<file path="config.mk">
export PLATFORM = sky130hd
export DESIGN_NAME = pipe_ctrl
export DESIGN_NICKNAME = d
export VERILOG_FILES = /design/src/rtl/pipe_ctrl.sv
export SDC_FILE = /design/constraint.sdc
export NUM_CORES = 1
export LEC_CHECK = 0
export BUFFER_PORTS_ARGS = -buffer_cell sky130_fd_sc_hd__buf_2
export CELL_PAD_IN_SITES_DETAIL_PLACEMENT = 1
export CELL_PAD_IN_SITES_GLOBAL_PLACEMENT = 2
export CORE_MARGIN = 1.5
export CORE_UTILIZATION = 23
export DETAILED_ROUTE_END_ITERATION = 16
export GPL_ROUTABILITY_DRIVEN = 0
export PLACE_DENSITY_LB_ADDON = 0.25
export SLEW_MARGIN = 10
export SYNTH_ARGS = -nofsm -noshare
export SYNTH_HDL_FRONTEND = slang
export SYNTH_SLANG_ARGS = --single-unit
</file>
<file path="constraint.sdc">
create_clock -name clk -period 1.5 [get_ports clk]
set_input_delay 0.225 -clock clk [delete_from_list [all_inputs] [get_ports clk]]
set_output_delay 0.225 -clock clk [all_outputs]
set_load 0.1 [all_outputs]
</file>
<file path="src/rtl/pipe_ctrl.sv">
// pipe_ctrl -- control unit for a 5-stage pipeline.
//
// Decodes the ID-stage instruction into a control bundle. The bundle then
// moves through the ID/EX, EX/MEM and MEM/WB registers. The block also
// detects load-use hazards and sequences branch/jump redirects and flushes.
//
// Parameters:
//   ALUOP_W       ALU-op field width (3..6, upper bits zero)
//   REG_W         register-address width
//   FLUSH_CYCLES  cycles of IF/ID flush per redirect (1..4)
//
// Ports:
//   clk, rst           clock (rising edge), synchronous active-high reset
//   opcode, func       ID-stage instruction fields
//   compare_result     ID-stage register equality, used by beq/bne
//   id_rs, id_rt       ID-stage source registers
//   ex_ctrl            {alusrc, aluop, regdst} for the EX stage
//   mem_ctrl           {mem_read, mem_write} for the MEM stage
//   wb_ctrl            {reg_write, mem_to_reg} for the WB stage
//   pc_src             00 PC+4, 01 jump, 10 branch
//   flush              kill the IF/ID contents
//   pc_write           PC load enable
//   ifid_write         IF/ID load enable
//
// Optional feature: define PIPE_CTRL_IMM_OPS_EN to decode addi/slti/andi/ori.
// When the macro is undefined, those opcodes decode as bubbles.

module pipe_ctrl #(
    parameter int ALUOP_W      = 3,
    parameter int REG_W        = 5,
    parameter int FLUSH_CYCLES = 1
) (
    input  logic               clk,
    input  logic               rst,
    input  logic [5:0]         opcode,
    input  logic [5:0]         func,
    input  logic               compare_result,
    input  logic [REG_W-1:0]   id_rs,
    input  logic [REG_W-1:0]   id_rt,
    output logic [ALUOP_W+1:0] ex_ctrl,
    output logic [1:0]         mem_ctrl,
    output logic [1:0]         wb_ctrl,
    output logic [1:0]         pc_src,
    output logic               flush,
    output logic               pc_write,
    output logic               ifid_write
);

    typedef struct packed {
        logic               alusrc;
        logic [ALUOP_W-1:0] aluop;
        logic               regdst;
        logic               mem_read;
        logic               mem_write;
        logic               reg_write;
        logic               mem_to_reg;
    } ctrl_t;

    typedef enum logic [1:0] {
        RUN   = 2'b00,
        STALL = 2'b01,
        FLUSH = 2'b10
    } state_t;

    state_t           state, state_n;
    logic [2:0]       cnt, cnt_n;
    ctrl_t            dec, idex, idex_n;
    logic [3:0]       exmem;      // {mem_read, mem_write, reg_write, mem_to_reg}
    logic [1:0]       memwb;      // {reg_write, mem_to_reg}
    logic [REG_W-1:0] ex_rt;
    logic             ex_mem_read;

    logic uses_rt;
    logic is_jump, is_beq, is_bne, taken, hazard;

    // ID-stage decode
    always_comb begin
        dec     = '0;
        uses_rt = 1'b0;
        is_jump = 1'b0;
        is_beq  = 1'b0;
        is_bne  = 1'b0;
        case (opcode)
            6'b000000: begin
                uses_rt = 1'b1;
                case (func)
                    6'b100000: dec.aluop = ALUOP_W'(3'b001);
                    6'b100010: dec.aluop = ALUOP_W'(3'b010);
                    6'b100100: dec.aluop = ALUOP_W'(3'b011);
                    6'b100101: dec.aluop = ALUOP_W'(3'b100);
                    6'b101010: dec.aluop = ALUOP_W'(3'b101);
                    default:   dec.aluop = '0;
                endcase
                if (dec.aluop != '0) begin
                    dec.regdst    = 1'b1;
                    dec.reg_write = 1'b1;
                end
            end
            6'b100011: begin
                dec.aluop      = ALUOP_W'(3'b001);
                dec.alusrc     = 1'b1;
                dec.mem_read   = 1'b1;
                dec.mem_to_reg = 1'b1;
                dec.reg_write  = 1'b1;
            end
            6'b101011: begin
                uses_rt       = 1'b1;
                dec.aluop     = ALUOP_W'(3'b001);
                dec.alusrc    = 1'b1;
                dec.mem_write = 1'b1;
            end
            6'b000010: is_jump = 1'b1;
            6'b000100: begin
                uses_rt = 1'b1;
                is_beq  = 1'b1;
            end
            6'b000101: begin
                uses_rt = 1'b1;
                is_bne  = 1'b1;
            end
`ifdef PIPE_CTRL_IMM_OPS_EN
            6'b001000: begin
                dec.aluop     = ALUOP_W'(3'b001);
                dec.alusrc    = 1'b1;
                dec.reg_write = 1'b1;
            end
            6'b001010: begin
                dec.aluop     = ALUOP_W'(3'b101);
                dec.alusrc    = 1'b1;
                dec.reg_write = 1'b1;
            end
            6'b001100: begin
                dec.aluop     = ALUOP_W'(3'b011);
                dec.alusrc    = 1'b1;
                dec.reg_write = 1'b1;
            end
            6'b001101: begin
                dec.aluop     = ALUOP_W'(3'b100);
                dec.alusrc    = 1'b1;
                dec.reg_write = 1'b1;
            end
`endif
            default: dec = '0;
        endcase
    end

    assign taken  = (is_beq && compare_result) || (is_bne && !compare_result);
    assign hazard = (state == RUN) && ex_mem_read && (ex_rt != '0) &&
                    ((ex_rt == id_rs) || ((ex_rt == id_rt) && uses_rt));

    // Next state and stage controls. STALL behaves like RUN with hazard
    // detection masked, so a redirect held behind a stall is taken there.
    always_comb begin
        state_n    = state;
        cnt_n      = cnt;
        idex_n     = dec;
        pc_src     = 2'b00;
        flush      = 1'b0;
        pc_write   = 1'b1;
        ifid_write = 1'b1;
        case (state)
            FLUSH: begin
                flush  = 1'b1;
                idex_n = '0;
                cnt_n  = cnt - 3'd1;
                if (cnt <= 3'd1) state_n = RUN;
            end
            default: begin
                state_n = RUN;
                if (hazard) begin
                    pc_write   = 1'b0;
                    ifid_write = 1'b0;
                    idex_n     = '0;
                    state_n    = STALL;
                end else if (is_jump || is_beq || is_bne) begin
                    idex_n = '0;
                    if (is_jump) begin
                        pc_src = 2'b01;
                        flush  = 1'b1;
                    end else if (taken) begin
                        pc_src = 2'b10;
                        flush  = 1'b1;
                    end
                    if ((is_jump || taken) && (FLUSH_CYCLES > 1)) begin
                        state_n = FLUSH;
                        cnt_n   = 3'(FLUSH_CYCLES - 1);
                    end
                end
            end
        endcase
    end

    always_ff @(posedge clk) begin
        if (rst) begin
            state       <= RUN;
            cnt         <= '0;
            idex        <= '0;
            exmem       <= '0;
            memwb       <= '0;
            ex_rt       <= '0;
            ex_mem_read <= 1'b0;
        end else begin
            state       <= state_n;
            cnt         <= cnt_n;
            idex        <= idex_n;
            ex_rt       <= id_rt;
            ex_mem_read <= idex_n.mem_read;
            exmem       <= {idex.mem_read, idex.mem_write, idex.reg_write, idex.mem_to_reg};
            memwb       <= exmem[1:0];
        end
    end

    assign ex_ctrl  = {idex.alusrc, idex.aluop, idex.regdst};
    assign mem_ctrl = exmem[3:2];
    assign wb_ctrl  = memwb;

endmodule
</file>
==> results of run 1 <==
==> critical path: stages, from the launching register on <==
cell,delay (ns)
dfxtp_2,0.33
or4_4,0.55
o21ai_4,0.18
a21oi_4,0.06
buf_6,0.14
nor2_4,0.12
buf_12,0.18
==> final cells by class <==
type / count / area share
repair buffers: 55 / 0.272
clock buffers: 4 / 0.0304
multi-input cells: 74 / 0.385
well taps: 50 / 0.0423
inverters: 3 / 0.0101
flip-flops and latches: 19 / 0.260
==> state kept, by name (all words and copies together), names as in the netlist <==
name,cells
ex_ctrl,5
ex_rt,5
exmem,3
idex,2
wb_ctrl,2
ex_mem_read,1
state,1
==> how the worst max path moves through the flow <==
stage               startpoint        end  slack (ns)
finish                ex_rt[2]      flush       -0.55
detailed placement   opcode[1]      flush       -0.34
global route          ex_rt[4]      flush       -0.62
floorplan             ex_rt[1]      flush       -0.70
global placement     opcode[1]      flush       -0.34
CTS                   ex_rt[2]  pc_src[0]       -0.54
==> through the flow <==
step | worst slack, ns | utilization
finish | -0.548 | 0.373
global placement | -0.344 | 0.324
detailed placement | -0.341 | 0.324
floorplan | -0.702 | -
CTS | -0.541 | 0.367
global route | -0.619 | 0.373
==> synthesized netlist by cell type (2+ instances only) <==
cell type	n
o21ai_0	2
o22ai_1	2
nor2_1	11
buf_4	8
inv_1	3
nor3_1	2
nand2b_1	2
xor2_1	9
dfxtp_1	19
nor4b_1	2
nor4_1	3
nor2b_1	12
nand4_1	3
nand3_1	2
xnor2_1	3
nand2_1	5
==> routing by layer <==
metal	up-vias	global-route usage	share of wire
met4	0	0.0536	0.020
met1	431	0.134	0.43
li1	450	-	-
met3	5	0.0236	0.039
met5	-	0	0
met2	22	0.223	0.51
==> power by group <==
part | internal [W] | switching, W | total (W) | leakage, nW
clock | 0.000189 | 0.000162 | 0.000351 | 0.0228
sequential | 0.000514 | 0.00000829 | 0.000522 | 0.155
combinational | 0.0000882 | 0.0000939 | 0.000182 | 0.463
==> kinds of logic after synthesis <==
group	after synthesis	synth area share
AND/OR/NAND/NOR	51	0.310
flip-flops	19	0.406
buffers and inverters	13	0.0921
XOR/XNOR	12	0.112
AO/OA/AOI/OAI	10	0.0694
multiplexers	1	0.0107
==> timing repair <==
item	CTS	global route
endpoints found under the setup margin	14	14
setup buffers	3	1
gates cloned	0	0
pin swaps	11	9
resized for setup	24	5
==> qor.txt, run 1 <==
number of global-route vias before repair = 972
cell total after placement = 199
core box area = 0.00397 sq mm
global-route wire length before repair = 4100 um
Synth top area share = 0.406
Non-Filler Instances = 205
drt pass-1 iters = 4
Reg clk slew, reported paths = 0.07 ns
Reg2Reg Depth = 8
crit path max fanout = 4
reg2reg start = ex_rt[2]
CTS tree = built
Post-synth EDFFs = 0
Mean Syn Cell Area = 8.84 sq um
setup TNS = -5.62 ns
post-route design area = 0.00148 sq mm
Vias/cell = 4.43
I/O pins = 39
FMAX = 0.488 GHz
vias = 908
top post-synthesis cells by area = dfxtp_1, xor2_1, nor2b_1
post-layout min period = 2.05 ns
register area share after synthesis = 0.406
area of the multi-input gates = 571 sq um
row count = 23
hold crit path type = primary input to flop
max-slew violations = 0
signal arrival time at the worst endpoint = 1.82 ns
Fin Clk Skew = 0.00149 ns
commonest non-fill, non-tap cell in the layout = buf_2
Worst-Margin Slew = 0.485 ns
final hold vios = 0
Die H = 66.8 um
fill cell count = 465
dpl cell area = 0.00129 sq mm
Final Total Pwr = 0.00105 W
antenna diode count = 0
FF-to-FF End = idex[2]
Pwr Density = 713 mW/mm^2
hold path start = id_rt[3]
Netlist cell types = 34
WHS = 0.211 ns
synthesized area = 937 sq um
failing checks = negative setup slack
share of layout cells above drive strength 1 = 0.490
crit path launch type = flop
Setup crit end kind = output port
most frequent cells in the layout = buf_2, dfxtp_1, nor2b_1, buf_4, xor2_1
largest area contributor in the netlist = dfxtp_1
synth warn = 0
MaxCap Viol Count = 0
outcome = complete, but fails checks
hold buffer count at CTS = 0
WHS Path Cells = 2
worst-skew pair later-pin latency = 0.25 ns
Synth async-reset ratio = 0
RSZ-0062 raised after global routing = yes
Detail Placement HPWL = 2040 um
Die ar. = 0.00447 sq mm
Hold Path End = ex_rt[3]
Worst IR Drop VDD = 0.000272 V
Max-Slew Margin vs Limit = 0.673
largest net degree at the start of global routing = 15
maximum clock path buffer count = 2
worst setup margin = -0.548 ns
Overflow after GRT = 0
crit path kind = flop to output port
Post-Syn Instances = 106
Layout area overhead = 57.9%
Synth Flop Type = dfxtp_1
Leak = 0.641 nW
CTS root buffer = clkbuf_8
Die Width = 66.8 um
wire per inst = 12.4 um
Final Cycle Share = 1.37
Worst Path Required = 1.27 ns
IO Port Bufs = 38
H-Tree Level Count = 1
DRC viols = 0
FF-to-FF setup slack = -0.42 ns
endpoints failing setup = 14
# nets final = 181
initial antenna violation count = 0
clk sink count = 19
WL final = 2550 um
detailed router's first-iteration violation count = 17
Yosys reg bits = 19
TritonCTS Buffers = 3
sequential cell area = 384 sq um
remaining antenna violation count = 0
initial core utilization = 0.236
Net Count, Synth = 131
GRT Util Overall = 0.121
Note: power is estimated with default switching activity, not from simulation.
==> run 2: changes to the inputs <==
- ABC_AREA: not set -> 1
- CORE_UTILIZATION: 23 -> 24
- clock period: 1.5 -> 2.1 ns (I/O delays scaled with it)
==> qor.txt, run 2 <==
register area share after synthesis = 0.373
Detail Placement HPWL = 2000 um
Layout area overhead = 28.9%
CTS root buffer = clkbuf_8
maximum clock path buffer count = 2
RSZ-0062 raised after global routing = no
post-layout min period = 1.93 ns
crit-path max cell delay = 0.44 ns
commonest non-fill, non-tap cell in the layout = buf_2
WL final = 2340 um
Synth top area share = 0.373
Hold Path End = ex_rt[2]
Die Width = 68.2 um
Clk network pwr share = 0.325
detailed router's first-iteration violation count = 14
H-Tree Level Count = 1
I/O pins = 39
sequential cell area = 380 sq um
worst-skew pair later-pin latency = 0.25 ns
Slowest cell on crit path = buf_2
clk sink count = 19
# nets final = 211
signal arrival time at the worst endpoint = 1.62 ns
internal power = 0.000553 W
fill cell count = 532
antenna diode count = 0
GRT Util Overall = 0.110
Net Count, Synth = 177
number of global-route vias before repair = 956
drt pass-1 iters = 4
Final Total Pwr = 0.000748 W
vias = 968
FF-to-FF End = ex_ctrl[1]
global-route wire length before repair = 3930 um
Reg clk slew, reported paths = 0.07 ns
Mean Syn Cell Area = 6.72 sq um
MaxCap Viol Count = 0
Setup crit end kind = output port
wire per inst = 9.97 um
WHS Path Cells = 3
Worst IR Drop VDD = 0.000187 V
largest area contributor in the netlist = dfxtp_1
final hold vios = 0
Max-Slew Margin vs Limit = 0.651
Worst Path Required = 1.78 ns
Die ar. = 0.00465 sq mm
Post-Syn Instances = 152
largest net degree at the start of global routing = 14
Die H = 68.2 um
Vias/cell = 4.12
FF-to-FF setup slack = 0.85 ns
Pwr Density = 568 mW/mm^2
share of power burned in combinational logic = 0.176
hold crit path type = primary input to flop
setup bufs post-CTS = 0
Leak = 0.702 nW
core box area = 0.00406 sq mm
initial core utilization = 0.252
Synth Flop Type = dfxtp_1
Switching Power = 0.000195 W
crit-path cells = inv_1, nand2_1, nand2_1, nand3_1, nor2_1, nand2_1, nand2_2, nand2_4, buf_2
Overflow after GRT = 0
area of the multi-input gates = 477 sq um
endpoints failing setup = 0
crit path max fanout = 6
share of layout cells above drive strength 1 = 0.281
FMAX = 0.517 GHz
hold buffer count at CTS = 0
crit path kind = flop to output port
hold path start = id_rt[2]
most used cell along the critical path = nand2_1
Top delay family on crit path = buffers and inverters
CTS resizes = 0
Synth async-reset ratio = 0
TritonCTS Buffers = 3
Worst-Margin Slew = 0.517 ns
reg2reg start = ex_rt[1]
CTS tree = built
initial antenna violation count = 0
IO Port Bufs = 38
Post-synth EDFFs = 0
commonest cells in the netlist = nor2_1, inv_1, nand2_1
post-layout util = 0.324
Yosys reg bits = 19
DRC viols = 0
Reg2Reg Depth = 7
synth warn = 0
most frequent cells in the layout = buf_2, nor2_1, inv_1, nand2_1, dfxtp_1
most frequent cell after synthesis = nor2_1
max-slew violations = 0
outcome = finished, final reports clean
crit path launch type = flop
Final Cycle Share = 0.921
row count = 23
synthesized area = 0.00102 sq mm
remaining antenna violation count = 0
top post-synthesis cells by area = dfxtp_1, nor2_1, inv_1
Net Sw Frac = 0.260
Netlist cell types = 23
CP Buf/Inv Count = 2
Fin Clk Skew = 0.00303 ns
Seq pwr share = 0.498
-- run 2: how the worst max path moves through the flow --
stage                       to  startpoint  cells past startpoint  slack, ns
floorplan            pc_src[0]    ex_rt[3]                     10      -0.11
global placement     pc_src[1]   opcode[3]                     10       0.28
detailed placement   pc_src[1]   opcode[3]                     10       0.26
CTS                   pc_write    ex_rt[3]                      9       0.13
global route        ifid_write    ex_rt[3]                      9      0.005
finish                pc_write    ex_rt[3]                      9       0.17
-- run 2: routing by layer --
layer / vias up / wire length [um] / part of all wire / global-route usage
met1: 431 / 1010 / 0.43 / 0.125
met3: 2 / 151 / 0.064 / 0.0230
met5: - / 0 / 0 / 0
met2: 25 / 1140 / 0.49 / 0.197
met4: 0 / 34 / 0.015 / 0.0525
li1: 510 / - / - / -
-- run 2: logic make-up after synthesis --
group | share of synthesized area
buf+inv | 0.176
xor+xnor | 0.0515
flops | 0.373
compound gates | 0.0319
simple gates | 0.368
-- run 2: final cells by class --
| cell class | count | share of cell area |
|---|---|---|
| multi-input combinational | 93 | 0.362 |
| sequential | 19 | 0.289 |
| inverter | 31 | 0.0884 |
| timing repair buffer | 38 | 0.179 |
| clock buffer | 4 | 0.0342 |
| tap | 50 | 0.0475 |
-- run 2: per-stage QoR --
| stage | TNS (ns) | std cells | setup slack (ns) | instance area (sq um) | hold WS, ns |
|---|---|---|---|---|---|
| final | 0 | 235 | 0.166 | 1320 | 0.288 |
| after global routing | 0 | 235 | 0.00536 | 1320 | 0.288 |
| after global placement | 0 | 231 | 0.276 | 1270 | 0.394 |
| after detailed placement | 0 | 231 | 0.256 | 1270 | 0.405 |
| after CTS | 0 | 235 | 0.134 | 1320 | 0.280 |
| after floorplan | -0.230 | 152 | -0.115 | 1040 | 0.386 |
-- run 2: power by group through the flow --
stage	clock network, W	registers (W)	logic [W]
after CTS	0.000259	0.000372	0.000134
after floorplan	0	0.000380	0.0000809
after detailed placement	0	0.000381	0.000134
after global placement	0	0.000380	0.000129
after global routing	0.000277	0.000373	0.000147
final	0.000243	0.000373	0.000132
-- run 2: worst min-delay path, cell delays in order --
cell    delay (ns)
buf_2         0.11
inv_1         0.05
nor2_1        0.03
==> run 3: changes to the inputs <==
- ABC_AREA: 1 -> 0
- CORE_UTILIZATION: 24 -> 26
==> qor.txt, run 3 (synthesis gave the netlist of run 1 again) <==
crit path max fanout = 4
Worst-Margin Slew = 0.487 ns
GRT Util Overall = 0.129
maximum clock path buffer count = 2
hold buffer count at CTS = 0
Die ar. = 0.00397 sq mm
WHS = 0.244 ns
Hold Path End = ex_rt[3]
share of power burned in combinational logic = 0.172
outcome = complete, but fails checks
Layout area overhead = 43.3%
internal power = 0.000491 W
H-Tree Level Count = 1
Leak = 0.589 nW
Net Sw Frac = 0.275
hold path start = id_rt[3]
Max-Slew Margin vs Limit = 0.678
signal arrival time at the worst endpoint = 1.89 ns
number of global-route vias before repair = 881
commonest non-fill, non-tap cell in the layout = buf_2
dpl cell area = 0.00120 sq mm
initial core utilization = 0.276
detailed router's first-iteration violation count = 12
Die Width = 63.0 um
crit path kind = flop to output port
largest net degree at the start of global routing = 17
WHS Path Cells = 2
Overflow after GRT = 0
setup TNS = -0.388 ns
Final Cycle Share = 1.05
post-route design area = 0.00134 sq mm
drt pass-1 iters = 4
crit-path max cell delay = 0.54 ns
most frequent cells in the layout = buf_2, dfxtp_1, nor2b_1, xor2_1, nor2_1
initial antenna violation count = 0
WL final = 2290 um
share of layout cells above drive strength 1 = 0.441
RSZ-0062 raised after global routing = yes
wire per inst = 12.0 um
# nets final = 171
DRC viols = 0
Pwr Density = 504 mW/mm^2
worst setup margin = -0.108 ns
FMAX = 0.453 GHz
Slowest cell on crit path = or4_4
Vias/cell = 4.39
Reg clk slew, reported paths = 0.11 ns
clk sink count = 19
Clk network pwr share = 0.278
Worst Path Required = 1.78 ns
failing checks = negative setup slack
Setup crit end kind = output port
vias = 838
MaxCap Viol Count = 0
IO Port Bufs = 38
Switching Power = 0.000186 W
Reg2Reg Depth = 6
crit-path cells = or4_4, o21ai_4, a21oi_4, buf_6, nor2_4, buf_12
Die H = 63.0 um
FF-to-FF setup slack = 0.27 ns
CTS root buffer = clkbuf_4
max-slew violations = 0
Fin Clk Skew = 0.00504 ns
worst-skew pair later-pin latency = 0.30 ns
Final Total Pwr = 0.000677 W
endpoints failing setup = 5
TritonCTS Buffers = 3
core box area = 0.00339 sq mm
hold crit path type = primary input to flop
CTS tree = built
final hold vios = 0
Detail Placement HPWL = 1800 um
antenna diode count = 0
Seq pwr share = 0.550
post-layout min period = 2.21 ns
remaining antenna violation count = 0
crit path launch type = flop
global-route wire length before repair = 4080 um
row count = 21
FF-to-FF End = ex_ctrl[0]
Worst IR Drop VDD = 0.000234 V
reg2reg start = ex_rt[3]
I/O pins = 39
==> run 3: changes by cell type in the layout (fill, tap and decap cells not counted), sizes merged, moves of 2 or more <==
cell | previous run | this run
nand2 | 23 | 5
nor3 | 1 | 3
nand2b | 0 | 2
xor2 | 2 | 9
nor4b | 0 | 2
nor2b | 0 | 12
o22ai | 0 | 2
buf | 38 | 45
nor2 | 38 | 11
nand3 | 13 | 2
inv | 31 | 2
nor4 | 0 | 3
==> run 3: what timing repair did <==
item | in CTS | in global routing
resized for setup | 20 | 4
pin swaps | 5 | 2
buffers inserted | 3 | 0
hold endpoints to repair | 0 | 0
endpoints found under the setup margin | 5 | 5
gates cloned | 0 | 0
==> run 3: routing by layer <==
layer  GRT usage  routed length (um)  vias to the layer above
li1            -                   -                      428
met1       0.153                 996                      388
met2       0.223                1170                       22
met3      0.0414                 125                        0
met4      0.0333                   0                        0
met5           0                   0                        -
==> run 3: final cells by class <==
cell class / count / area [sq um]
clock buffer: 3 / 22.5
clock inverter: 1 / 5.00
fill: 414 / 2050
inverter: 3 / 15.0
multi-input combinational: 74 / 529
sequential: 19 / 388
tap: 46 / 57.6
timing repair buffer: 45 / 325
==> run 3: how the worst max path moves through the flow <==
stage	from	cells after the start	end
floorplan	opcode[1]	7	pc_write
global placement	id_rt[3]	8	flush
detailed placement	id_rt[3]	8	flush
CTS	ex_rt[3]	6	flush
global route	ex_rt[1]	8	flush
finish	ex_rt[3]	6	pc_src[1]
==> run 3: critical path, delay by kind of cell, from the launching register on <==
kind / cells / cell delay, ns
buffers and inverters: 2 / 0.32
and+or+nand+nor: 2 / 0.66
AOI/OAI and AO/OA: 2 / 0.24
DFF: 1 / 0.35
==> run 3: power by group through the flow <==
stage	sequential, W	clock [W]	combinational, W
finish	0.000373	0.000188	0.000116
global route	0.000374	0.000221	0.000129
CTS	0.000374	0.000197	0.000117
detailed placement	0.000381	0	0.000107
global placement	0.000380	0	0.000104
floorplan	0.000380	0	0.0000548
==> run 3: through the flow <==
stage | setup slack [ns] | instances | utilization
3_3_place_gp | 0.0156 | 184 | 0.353
4_1_cts | -0.132 | 191 | 0.391
5_1_grt | -0.214 | 191 | 0.396
3_5_place_dp | 0.0262 | 184 | 0.353
6_report | -0.108 | 191 | 0.396
2_1_floorplan | -0.246 | 106 | -
